$ cat config.mk
export PLATFORM = sky130hd
export DESIGN_NAME = td4_prog_loader
export DESIGN_NICKNAME = d
export VERILOG_FILES = /design/src/rtl/td4_prog_loader.sv
export SDC_FILE = /design/constraint.sdc
export NUM_CORES = 1
export LEC_CHECK = 0
export CAP_MARGIN = 25
export CORE_UTILIZATION = 60
export DETAILED_ROUTE_END_ITERATION = 6
export PLACE_DENSITY = 0.91
export SYNTH_ARGS = -nofsm -noshare
export SYNTH_HDL_FRONTEND = slang
export SYNTH_SLANG_ARGS = --single-unit
$ cat constraint.sdc
create_clock -name clk -period 4.5 [get_ports clk]
set_clock_uncertainty 0.05 [all_clocks]
set_input_delay 0.9 -clock clk [delete_from_list [all_inputs] [get_ports clk]]
set_output_delay 0.9 -clock clk [all_outputs]
set_load 0.01 [all_outputs]
$ cat src/rtl/td4_prog_loader.sv
// td4_prog_loader: program store for the 4-bit CPU, loaded by a host byte stream and gating CPU reset.
module td4_prog_loader #(
  parameter int DEPTH = 16,
  parameter int AW = 4
) (
  input  logic          clk,
  input  logic          n_rst,
  input  logic [AW-1:0] addr,
  output logic [3:0]    opecode,
  output logic [3:0]    imm,
  input  logic          ld_valid,
  input  logic [7:0]    ld_data,
  input  logic          ld_last,
  output logic          ld_ready,
  input  logic          run_req,
  input  logic          reload_req,
  output logic          cpu_rst,
  output logic [AW:0]   prog_len,
  output logic          running
);
  typedef enum logic [1:0] {LOAD, ARMED, RUN} state_t;
  localparam logic [AW:0] last_idx = (AW+1)'(DEPTH - 1);
  state_t state;
  logic [7:0] mem [DEPTH];
  logic [AW:0] wptr;
  logic acc;
  assign acc = ld_valid & (state == LOAD);
  always_ff @(posedge clk) begin
    if (n_rst) begin
      state <= LOAD;
      wptr <= '0;
      for (int i = 0; i < DEPTH; i++) mem[i] <= '0;
    end else begin
      if (acc) begin
        mem[wptr[AW-1:0]] <= ld_data;
        wptr <= wptr + 1'b1;
      end
      if (state != LOAD && reload_req) begin
        state <= LOAD;
        wptr <= '0;
      end else if (state == LOAD)
        state <= run_req ? RUN : (acc && (ld_last || wptr == last_idx)) ? ARMED : LOAD;
      else if (state == ARMED && run_req)
        state <= RUN;
    end
  end
  assign ld_ready = state == LOAD;
  assign running = state == RUN;
  assign cpu_rst = state != RUN;
  assign prog_len = wptr;
  assign opecode = running ? mem[addr][7:4] : 4'h0;
  assign imm = running ? mem[addr][3:0] : 4'h0;
endmodule

==> impl_results.md, run 1 <==
- Status: finished, final reports clean
- WP data required: approximately 3600 ps
- P_leak: 0.00291 µW
- Mapped Area: around 6400 µm²
- Number of diodes: 0
- All-Layer GR Usage: 27.6%
- R2R Path Start: state[1]$_SDFFE_PP0P_
- Critical path cell sequence: clkdlybuf4s50_1, nor2b_1, a22oi_1, nand2_1, o21ai_0, clkdlybuf4s50_1
- Ys flop type: edfxtp_1
- Slew Limit Fails: 0
- Pwr/cell area: between 400 and 500 nW/µm²
- PortBufs: 33
- F_max: approximately 240 MHz
- Crit path max-delay cell type: nor2b_1
- Reg2Reg Setup Slack: about 2300 ps
- Worst Hold Launch: prog_len[4]$_SDFFE_PP0N_
- Critical R2R Capture: mem[10][7]$_SDFFCE_PN0P_
- Clk buf depth: 2
- Met3 WL post-DR: 1.27 mm
- Final hold viol count: 0
- CP Buf/Inv Count: 2
- Worst Path Arrival: 3240 ps
- Slew @ Worst Pin: ~810 ps
- Gate Count Post-Synth: roughly 480
- Via count: 3,978
- Reg clk slew, reported paths: approximately 60 ps
- DRC viols: 0
- Final WL: approximately 14 mm
- H-Tree Depth: 4
- Total Nets Final: 539
- Core area: 10,300 µm²
- Worst VDD drop: ~0.28 mV
- Num rows: 37
- Post-CTS Setup Bufs: 0
- Drt wl/cell: approximately 21 µm
- RSZ-0062 raised after global routing: no
- Post-synth EDFFs: about 130
- Num CTS Buffers: 17
- Initial Utilization: 62.0%
- Drt via density: ~6
- Max-slew headroom: 45.8%
- Synth-to-Final Area Change: 16.6%
- Die height: ~110 µm
- Total congestion overflow: 0
- CTS tree: yes
- Yosys reg bits: roughly 140
- Final setup vio count: 0
- Hold-fix buffers, CTS: 0
- Syn Nets: around 510
- Share of layout cells above drive strength 1: a little under an eighth
- Top routing layer in use: met4
- Post-CTS Resized: 0
- Clk_lat worst skew: about 530 ps
- Post-route ant nets: 0
- Worst Setup End Kind: primary output
- Most used cell, CP: clkdlybuf4s50_1
- DIE AREA: roughly 11,000 µm²
- Cell count of the worst hold path: 2
- Yosys warns: 0
- CP Max Fanout: 11
- Critical Path Start Type: input port
- Netlist cell types: 29
- Fin util: slightly above 70%
- Ys async rst share: 0%
- Met1 Routed Length: between 5 and 6 mm
- Min cycle time layout: between 4000 and 5000 ps
- Syn Area/Cell: roughly 13 µm²
- Initial antenna violation count: 0
- Critical Path Start: addr[1]
- I/O pin cnt: 34
- Family with the most delay on the worst path: buffers and inverters
- Post-DP HPWL: around 9.6 mm
- Drt pass-1 iters: 5
- Max cap viols: 0
- Root Buffer: clkbuf_8
- First-pass GRT wire length: approximately 22 mm
- Clock sink count: 135
- Detail Route met2 WL: about 7 mm
- Initial DRC Count: 362
- Hold worst-path end: prog_len[4]$_SDFFE_PP0N_
- Hold Path Class: flip-flop to flip-flop
- Die X: about 110 µm
- Worst R2R Path Depth: 4
- Kind of critical path: input port to primary output
- CP max stage delay: around 700 ps
- Final setup TNS: 0 ps
- Vias in the first global route: slightly below 4k
- Sequential element share of the synthesized area: a little over 60%
- GP Congestion: between 1 and 1.5
- Largest net degree at the start of global routing: 38
- Crit share post-route: 93.0%
-- cell families (layout without fill, tap and decap cells) --
family	count (synthesis)	after routing	synth area share (%)
xor+xnor	3	3	0.411
flops	135	135	62.2
simple gates	210	210	19.5
buf+inv	30	77	2.40
fa+ha+maj	5	5	0.977
mux	59	59	10.2
compound gates	40	40	4.28
-- per-layer routing --
metal	global-route usage [%]	vias to the layer above
met5	0	-
met3	9.09	26
met4	12.7	0
met1	33.9	1945
li1	-	1803
met2	44.4	204
-- flip-flops by register name (all words and copies together), names as in the netlist --
signal	count
mem	128
prog_len	5
state	2
-- area by class of cell --
| class | instances | area [µm²] |
|---|---|---|
| Clock inverter | 8 | 168 |
| Fill cell | 646 | 2860 |
| Clock buffer | 24 | 470 |
| Sequential cell | 135 | 3980 |
| Multi-Input combinational cell | 317 | 2260 |
| Tap cell | 136 | 170 |
| Inverter | 6 | 22.5 |
| Timing Repair Buffer | 39 | 385 |
-- stage by stage --
| step | instances | worst slack, ps | hold slack [ps] | power, µW | cell area [µm²] |
|---|---|---|---|---|---|
| finish | 665 | 314 | 466 | 3160 | 7460 |
| global route | 665 | 188 | 503 | 3240 | 7460 |
| CTS | 664 | 265 | 464 | 3160 | 7460 |
| detailed placement | 632 | 338 | 453 | 1690 | 6820 |
| global placement | 632 | 494 | 443 | 1680 | 6820 |
| floorplan | 482 | 1540 | 475 | 1600 | 6400 |
-- Yosys cell counts (4+ instances only) --
library cell,count,area share (%)
nor3_2,4,0.63
mux2i_1,54,8.4
nand2_1,15,0.88
o21ai_0,10,0.78
a22oi_1,27,3.2
inv_1,6,0.35
edfxtp_1,128,60
nand2b_1,9,0.88
buf_4,4,0.47
nor2_1,23,1.3
dfxtp_1,7,2.2
nand3_1,8,0.63
or2_2,16,1.6
clkbuf_1,14,0.82
mux4_2,5,1.8
ha_1,5,0.98
and2_1,129,13
-- cell usage in the layout (no fill, tap or decap), types with 2 or more instances in the layout --
cell type	n
and2_1	129
edfxtp_1	128
mux2i_1	54
clkdlybuf4s50_1	32
a22oi_1	27
nor2_1	23
or2_2	16
clkbuf_16	16
nand2_1	15
o21ai_0	10
nand2b_1	9
nand3_1	8
dfxtp_1	7
inv_1	6
buf_4	6
mux4_2	5
ha_1	5
bufinv_16	5
nor3_2	4
clkbuf_8	4
clkbuf_1	4
nor2b_1	2
xor2_1	2
clkinv_2	2
-- worst max path at each step --
stage	end	slack [ps]	depth (start not counted)
after floorplan	imm[0]	1540	6
after global placement	imm[3]	490	6
after detailed placement	opecode[3]	340	6
after CTS	opecode[2]	270	6
after global routing	opecode[0]	190	6
final	opecode[2]	310	6
-- worst min-delay path, stage by stage, from the launching register on --
cell and delay (ps):
dfxtp_1 320, nor2_1 100, a211oi_1 50
-- power breakdown --
part	internal [µW]	total [µW]	switching (µW)	leakage (µW)
Clock	999	1490	487	0.000309
Sequential	1420	1440	20.5	0.00138
Combinational	92.9	230	137	0.00122
No activity file was read; power rests on OpenSTA's default activity.
==> run 2: changes to the inputs <==
Settings changed: SKIP_CTS_REPAIR_TIMING from default to 1.
==> results of run 2 <==
No change in the layout: final DEF, timing and power equal those of run 1.
